<file path="src/rtl/gcd_pkg.sv">
`default_nettype none
// +------------------------------------------------------------------------+
// | gcd_pkg : shared constants and state encoding for the GCD self-test     |
// | Revision: 1.0                                                          |
// +------------------------------------------------------------------------+
package gcd_pkg;

    localparam int unsigned c_width_def    = 8;
    localparam int unsigned c_timeout_def  = 1023;
    // A table entry packs {a, b, exp}, a in the most significant field.
    localparam int unsigned c_entry_fields = 3;

    typedef logic [2:0] state_t;

    localparam state_t c_st_idle  = 3'd0;
    localparam state_t c_st_load  = 3'd1;
    localparam state_t c_st_issue = 3'd2;
    localparam state_t c_st_wait  = 3'd3;
    localparam state_t c_st_check = 3'd4;
    localparam state_t c_st_done  = 3'd5;

endpackage
`default_nettype wire

</file>
<file path="src/rtl/gcd_vec_rom.sv">
`default_nettype none
// +------------------------------------------------------------------------+
// | gcd_vec_rom : fixed GCD test vector table, {a, b, exp} per index       |
// | Revision: 1.0                                                          |
// +------------------------------------------------------------------------+
module gcd_vec_rom
    import gcd_pkg::*;
#(
    parameter int unsigned WIDTH   = c_width_def,
    parameter int unsigned NUM_VEC = 8
) (
    input  logic [3:0]                      i_idx,
    output logic [c_entry_fields*WIDTH-1:0] o_entry
);

    function automatic logic [c_entry_fields*WIDTH-1:0] pack(input int unsigned a,
                                                             input int unsigned b,
                                                             input int unsigned e);
        return {WIDTH'(a), WIDTH'(b), WIDTH'(e)};
    endfunction

    always_comb begin
        o_entry = '0;
        // Entries beyond the configured table depth read as all zeros.
        if (32'(i_idx) < NUM_VEC) begin
            case (i_idx)
                4'd0:    o_entry = pack(10, 5, 5);
                4'd1:    o_entry = pack(12, 8, 4);
                4'd2:    o_entry = pack(48, 18, 6);
                4'd3:    o_entry = pack(17, 13, 1);
                4'd4:    o_entry = pack(0, 7, 7);
                4'd5:    o_entry = pack(7, 0, 7);
                4'd6:    o_entry = pack(255, 255, 255);
                4'd7:    o_entry = pack(1, 1, 1);
                default: o_entry = '0;
            endcase
        end
    end

endmodule
`default_nettype wire

</file>
<file path="src/rtl/gcd_selftest_driver.sv">
`default_nettype none
// +------------------------------------------------------------------------+
// | gcd_selftest_driver : walks the vector table through a GCD core and    |
// | reports progress / pass-fail on LED[9:0]                               |
// | Revision: 1.0                                                          |
// +------------------------------------------------------------------------+
module gcd_selftest_driver
    import gcd_pkg::*;
#(
    parameter int unsigned WIDTH   = c_width_def,
    parameter int unsigned NUM_VEC = 8,
    parameter int unsigned TIMEOUT = c_timeout_def
) (
    input  logic             clk,
    input  logic             rst,
    input  logic             run,
    output logic [WIDTH-1:0] op_a,
    output logic [WIDTH-1:0] op_b,
    output logic             gcd_start,
    input  logic             gcd_done,
    input  logic [WIDTH-1:0] gcd_result,
    output logic             busy,
    output logic [9:0]       LED
);

    state_t                           r_state;
    logic                             r_run_q;
    logic [3:0]                       r_idx;
    logic [3:0]                       r_err;
    logic                             r_fail;
    logic                             r_done;
    logic [9:0]                       r_cnt;
    logic                             r_tmo;
    logic [WIDTH-1:0]                 r_exp;
    logic [WIDTH-1:0]                 r_res;
    logic [c_entry_fields*WIDTH-1:0]  w_entry;
    logic                             w_edge;
    logic                             w_mismatch;

    gcd_vec_rom #(
        .WIDTH   (WIDTH),
        .NUM_VEC (NUM_VEC)
    ) u_rom (
        .i_idx   (r_idx),
        .o_entry (w_entry)
    );

    assign w_edge     = run & ~r_run_q;
    assign w_mismatch = r_tmo | (r_res != r_exp);
    assign LED        = {r_fail, r_done, r_idx, r_err};

    always_ff @(posedge clk) begin
        if (rst) begin
            r_state   <= c_st_idle;
            r_run_q   <= 1'b0;
            r_idx     <= '0;
            r_err     <= '0;
            r_fail    <= 1'b0;
            r_done    <= 1'b0;
            r_cnt     <= '0;
            r_tmo     <= 1'b0;
            r_exp     <= '0;
            r_res     <= '0;
            op_a      <= '0;
            op_b      <= '0;
            gcd_start <= 1'b0;
            busy      <= 1'b0;
        end else begin
            r_run_q   <= run;
            gcd_start <= 1'b0;
            case (r_state)
                c_st_idle, c_st_done: begin
                    if (w_edge) begin
                        r_idx   <= '0;
                        r_err   <= '0;
                        r_fail  <= 1'b0;
                        r_done  <= 1'b0;
                        busy    <= 1'b1;
                        r_state <= c_st_load;
                    end
                end
                c_st_load: begin
                    op_a    <= w_entry[c_entry_fields*WIDTH-1 -: WIDTH];
                    op_b    <= w_entry[2*WIDTH-1 -: WIDTH];
                    r_exp   <= w_entry[WIDTH-1:0];
                    r_state <= c_st_issue;
                end
                c_st_issue: begin
                    gcd_start <= 1'b1;
                    r_cnt     <= '0;
                    r_tmo     <= 1'b0;
                    r_state   <= c_st_wait;
                end
                c_st_wait: begin
                    // A done arriving on the final timeout cycle still wins.
                    if (gcd_done) begin
                        r_res   <= gcd_result;
                        r_state <= c_st_check;
                    end else if (r_cnt == 10'(TIMEOUT - 1)) begin
                        r_tmo   <= 1'b1;
                        r_state <= c_st_check;
                    end else begin
                        r_cnt <= r_cnt + 10'd1;
                    end
                end
                c_st_check: begin
                    if (w_mismatch) begin
                        r_fail <= 1'b1;
                        if (r_err != 4'hF) r_err <= r_err + 4'd1;
                    end
                    if (r_idx == 4'(NUM_VEC - 1)) begin
                        r_done  <= 1'b1;
                        busy    <= 1'b0;
                        r_state <= c_st_done;
                    end else begin
                        r_idx   <= r_idx + 4'd1;
                        r_state <= c_st_load;
                    end
                end
                default: r_state <= c_st_idle;
            endcase
        end
    end

endmodule
`default_nettype wire

</file>
<file path="config.mk">
export PLATFORM = sky130hd
export DESIGN_NAME = gcd_selftest_driver
export DESIGN_NICKNAME = d
export VERILOG_FILES = /design/src/rtl/gcd_pkg.sv /design/src/rtl/gcd_vec_rom.sv /design/src/rtl/gcd_selftest_driver.sv
export SDC_FILE = /design/constraint.sdc
export NUM_CORES = 1
export LEC_CHECK = 0
export ABC_CLOCK_PERIOD_IN_PS = 2300
export BUFFER_PORTS_ARGS = -buffer_cell sky130_fd_sc_hd__buf_2
export CAP_MARGIN = 20
export CORE_UTILIZATION = 30
export CTS_BUF_LIST = sky130_fd_sc_hd__clkbuf_16
export DETAILED_ROUTE_END_ITERATION = 12
export GPL_TIMING_DRIVEN = 1
export SYNTH_ARGS = -nofsm -noshare
export SYNTH_HDL_FRONTEND = slang
export SYNTH_HIERARCHICAL = 1
export SYNTH_SLANG_ARGS = --single-unit
</file>
<file path="constraint.sdc">
create_clock -name clk -period 2.3 [get_ports clk]
set_clock_uncertainty 0.1 [all_clocks]
set_input_delay 0.115 -clock clk [delete_from_list [all_inputs] [get_ports clk]]
set_output_delay 0.115 -clock clk [all_outputs]
set_load 0.02 [all_outputs]
</file>
# Word-level counts from Yosys, hierarchy flattened
# Memory sizes are Yosys's and may differ from the RTL's. A register that Yosys moved wholly into a read port is not among the register bits.
# Index checks and enable logic that the tools add are counted.
[totals]
regBits = 59
romBits = 192
in_bits = 12
n_memories = 1
[memory_table]
columns = ["name", "depth", "word_bits", "read_ports", "rd_clocked_by_memory_dff", "wr", "line", "text"]
rows = [
  ["(name not given)", 8, 24, 1, 1, 0, "gcd_vec_rom.sv:26", "case (i_idx)"],
]
[classes]
addsub = 3
order_cmp = 1
eq_ne = 18
mux = 30
bitwise_logic = 3
n_reduce_logical = 12
[op_table]
columns = ["cell", "n"]
rows = [
  ["24-bit two-way mux", 2],
  ["10-bit two-way mux", 2],
  ["10-bit one-hot mux with 2 select lines", 1],
  ["3-bit two-way mux", 6],
  ["4-bit two-way mux", 4],
  ["2-bit != test, second input constant", 8],
  ["4-bit one-hot mux with 2 select lines", 2],
  ["3-bit one-hot mux with 5 select lines", 1],
  ["3-bit AND reduction", 5],
  ["10-bit by 1-bit adder with 10-bit output, second input constant", 1],
  ["10-bit equality test, second input constant", 1],
  ["4-bit by 1-bit adder with 4-bit output, second input constant", 2],
  ["1-bit two-way mux", 8],
  ["8-bit != test", 1],
  ["1-bit one-hot mux with 2 select lines", 4],
  ["3-bit by 2-bit equality test with 1-bit output, second input constant", 2],
  ["3-bit equality test, second input constant", 2],
  ["4-bit by 3-bit equality test with 1-bit output, second input constant", 1],
  ["4-bit less-than comparator, second input constant", 1],
  ["4-bit != test, second input constant", 1],
  ["2-bit AND reduction", 2],
  ["4-bit AND reduction", 1],
  ["2-bit nonzero test", 2],
  ["3-bit by 1-bit equality test with 1-bit output, second input constant", 1],
  ["other kinds (6)", 6],
]

# Logic depth before layout (Yosys ltp)
[depth]
ltp_word = 6
mapped_depth = 7

# Cells and area by module
# Netlist, hierarchy kept.
[modules_own_cells]
columns = ["module", "instances", "cells_each", "area_per_inst_um2", "seq_area_each_um2"]
rows = [
  ["gcd_selftest_driver", 1, 318, 2561.2, 1181.1],
  ["gcd_vec_rom", 1, 48, 354.1, 0.0],
]

# Worst setup path before layout
# Ideal clock, no wire load.
[synth_path]
path_type = "register -> register"
from = "register r_idx[0]"
to = "register op_b[6]"
arrival_time_ps = 1649
slack_ps = 419
stages_incl_launch_ff = 8
n_path_buf = 1
synth_period_minus_slack_ps = 1881
path_cell_list = "dfxtp_1 inv_1 ha_1 nor2b_1 and2_1 buf_4 nand2_1 a21oi_1"
[synth_between]
elab_chain_cells = 2
[synth_rtl]
columns = ["item", "line", "text"]
rows = [
  ["from (decl)", "gcd_selftest_driver.sv:28", "logic [3:0] r_idx;"],
  ["from (signal assigned)", "gcd_selftest_driver.sv:116", "r_idx <= r_idx + 4'd1;"],
  ["4-bit less-than comparator", "gcd_vec_rom.sv:25", "if (32'(i_idx) < NUM_VEC) begin"],
  ["24-bit two-way mux", "gcd_vec_rom.sv:25", ""],
  ["net w_entry[14]", "gcd_selftest_driver.sv:36", "logic [c_entry_fields*WIDTH-1:0] w_entry;"],
  ["to (signal assigned)", "gcd_selftest_driver.sv:84", "op_b <= w_entry[2*WIDTH-1 -: WIDTH];"],
  ["to (decl)", "gcd_selftest_driver.sv:18", "output logic [WIDTH-1:0] op_b,"],
]
# The timed path passes the listed nets, and every way through them passes these cells.
# A chain may end at the register's enable or synchronous reset.

# Final worst setup path
[layout_path]
from = "register r_state[2]"
to = "register r_err[2]"
[layout_between]
elab_chain_cells = 4
word_cells_on_any_way = 10
[layout_rtl]
columns = ["item", "line", "text"]
rows = [
  ["from (decl)", "gcd_selftest_driver.sv:26", "state_t r_state;"],
  ["from (signal assigned)", "gcd_selftest_driver.sv:54", "r_state <= c_st_idle;"],
  ["from (signal assigned)", "gcd_selftest_driver.sv:79", "r_state <= c_st_load;"],
  ["from (signal assigned)", "gcd_selftest_driver.sv:86", "r_state <= c_st_issue;"],
  ["3-bit equality test / 3-bit logical NOT (equally long branches)", "gcd_selftest_driver.sv:71", "case (r_state)"],
  ["2-bit OR reduction", "gcd_selftest_driver.sv:71", ""],
  ["2-bit != test (no line) / 2-bit nonzero test (equally long branches)", "-", ""],
  ["4-bit AND reduction (no line)", "-", ""],
  ["to (signal assigned)", "gcd_selftest_driver.sv:109", "if (r_err != 4'hF) r_err <= r_err + 4'd1;"],
  ["to (decl)", "gcd_selftest_driver.sv:29", "logic [3:0] r_err;"],
]
# Several ways; a longest one is shown, not always the timed one.

==> flow_metrics.tcl <==
set metrics [dict create \
    pre_cts_slack_ps 241 \
    reg2reg_depth 5 \
    rows 35 \
    vias_per_cell 4.57 \
    cp.depth 5 \
    avgSynthCellArea_um2 7.97 \
    place.gp.congestion 0.822 \
    core_um2 9330 \
    drtIter0Drc 69 \
    die_w_um 101 \
    port_buffers 39 \
    setup_ws_ps 215 \
    holdWs_ps 84.8 \
    status "completed" \
    htree_levels 3 \
    syn-cell-area_um2 2920 \
    place_area_um2 3170 \
    ff_latch_area_um2 1180 \
    grt_max_degree 26 \
    yosys.area.top_type "dfxtp_1" \
    power_mw 2.52 \
    internal_power_mw 1.86 \
    ys_ff_latch 59 \
    cts_tree "yes" \
    syn_to_final_growth_pct 21.2 \
    multiInputGateArea_um2 1530 \
    synth_common_cells "nand2_1 (75), dfxtp_1 (59), a21oi_1 (53)" \
    fmax_mhz 480 \
    dieHeight_um 101 \
    crit_fanout 11 \
    cp.required_ps 2380 \
    synth_compound_area_frac 0.152 \
    fin_cells 538 \
    fin_area_um2 3530 \
    max_slew_margin 0.604 \
    worst_pin_slew_ps 589 \
    finalCritPeriodShare 0.907 \
    cts_sinks 59 \
    synthMuxAreaShare 0 \
    synth-main-ff-cell "dfxtp_1" \
    antenna_found_initial 0 \
    ir_worst_vdd_v 0.000286 \
    firstDrtPassIters 4 \
    grt_pass1_vias 2252 \
    switching_power_uw 657 \
    critPathArrivalTime_ps 2170 \
    synth_top_area_frac 0.405 \
    ios 40 \
    cap_violations 0 \
    period_minus_slack_ps 2090 \
    synth_area_leaders "dfxtp_1 (41%), nand2_1 (9.7%), a21oi_1 (9.1%)" \
    drive_gt1_frac 0.178 \
    synthXorXnorAreaFrac 0.0601 \
    gr-usage-all-layers 0.129 \
    clock_latency_ps 330 \
    critPathCaptureType "flip-flop" \
    wl_per_cell_um 11.7 \
    swShare 0.261 \
    routed_wl_mm 6.31 \
    drc 0 \
    finalSetupViolCount 0 \
    setup_tns_ps 0 \
    antenna_cells 0 \
    synth_cell_types 43 \
    worstPathCellList "nor3b_4 -> nand4_2 -> or4_1 -> a31oi_1 -> a311oi_1" \
    crit_path_max_incr_delay_ps 540 \
    fillCellCount 990 \
    critPathBufInv 0 \
    power_density_nw_per_um2 712 \
    hold_viol_final 0 \
    vias 2457 \
    final_core_util 0.379 \
    start_kind "flip-flop" \
    cts_root_buf "clkbuf_16" \
    cts.reportedPaths.clkPinSlew_ps 50 \
    crit_slowest_cell "or4_1" \
    grt_pass1_wl_mm 10.2 \
    power_frac_comb 0.096 \
    path_class "reg2reg" \
    start_util 0.313 \
    critPathTopFamily "simple AND/OR/NAND/NOR gates" \
    cts_resized 0 \
    synthAdderAreaFrac 0.0506 \
    gr-total-overflow 0 \
    dpl.cell_count 513 \
    clockBufferDepth 2 \
    pwr-share-seq 0.431 \
    synth.most_common_cell "nand2_1" \
    cts_buffers 9 \
    ys_async_sr_fraction 0 \
    final_nets 427 \
    synth_top_family_by_area "simple AND/OR/NAND/NOR gates" \
    synth_nets 389 \
    dp_hpwl_mm 4.37 \
    leakage_nw 1.31 \
    ant_nets 0 \
    yosysSeqAreaShare 0.405 \
    synth_edf_count 0 \
    hold_path.class "in2reg" \
    final_max_slew_viol_count 0 \
    dieArea_um2 10100 \
    holdPathStages 4 \
    rsz0062_at_grt "no" \
    yosysWarnings 6 \
    p_clk_frac 0.474 \
    syn_inst 366 \
    yosys.area_share.simple 0.259 \
]
layout make-up:
cell class	instances	share of cell area
Clock buffer	9	0.0637
Clock inverter	7	0.0124
Inverter	7	0.00744
Multi-Input combinational cell	268	0.432
Sequential cell	59	0.334
Tap cell	129	0.0457
Timing Repair Buffer	59	0.104
final timing paths:
kind | startpoint | end | slack (ps)
setup / recovery | r_state[2] | r_err[2] | 210
hold / removal | gcd_done | r_tmo | 80
hold reg to reg | op_b[2] | op_b[2] | 350
setup reg to reg | r_state[2] | r_err[2] | 210
repair_timing:
| action | in CTS | in global routing |
|---|---|---|
| endpoints found under the hold margin | 9 | 0 |
| buffers inserted | 0 | 0 |
| hold buffers | 9 | 0 |
worst min-delay path, delay by kind of cell:
| kind | cells | cell delay, ps |
|---|---|---|
| buf+inv | 1 | 150 |
| simple gates | 3 | 200 |
cell families (layout without fill, tap and decap cells):
kind of cell / after synthesis / count (layout)
simple gates: 157 / 157
xor+xnor: 20 / 20
flops: 59 / 59
fa+ha+maj: 12 / 12
buf+inv: 39 / 82
compound gates: 79 / 79
layer usage:
metal,up-vias,wire length [um],global-route usage
met4,0,36,0.0368
met1,1108,3020,0.161
met2,48,2960,0.210
li1,1297,-,-
met5,-,0,0
met3,4,295,0.0465
placed cells by master, fill, tap and decap left out, drive strengths merged, types with 2 or more instances in the layout:
cell,count
dfxtp,59
nand4,5
a211oi,7
nand3b,3
or3,2
inv,8
buf,50
nor4,4
ha,11
nand3,12
nand2b,10
and3,2
nor2,25
or4,2
xnor2,19
o21ai,9
clkinv,3
clkinvlp,3
nor2b,5
and2,2
nor3b,2
a31oi,4
dlygate4sd3,9
a21oi,53
nand2,75
clkbuf,9
nor3,3
power groups by stage:
| stage | Clock (mW) | Combinational (mW) | Sequential (mW) |
|---|---|---|---|
| 2_1_floorplan | 0 | 0.159 | 1.10 |
| 3_3_place_gp | 0 | 0.230 | 1.10 |
| 3_5_place_dp | 0 | 0.230 | 1.11 |
| 4_1_cts | 1.23 | 0.242 | 1.08 |
| 5_1_grt | 1.27 | 0.265 | 1.09 |
| 6_report | 1.19 | 0.240 | 1.08 |
flip-flops by register name, indices dropped and copies added (netlist names):
register	cells
op_b	8
r_run_q	1
busy	1
r_res	8
gcd_start	1
op_a	8
r_err	4
r_tmo	1
r_idx	4
r_exp	8
r_fail	1
r_done	1
r_cnt	10
r_state	3
Power figures use the tool's default switching activity.
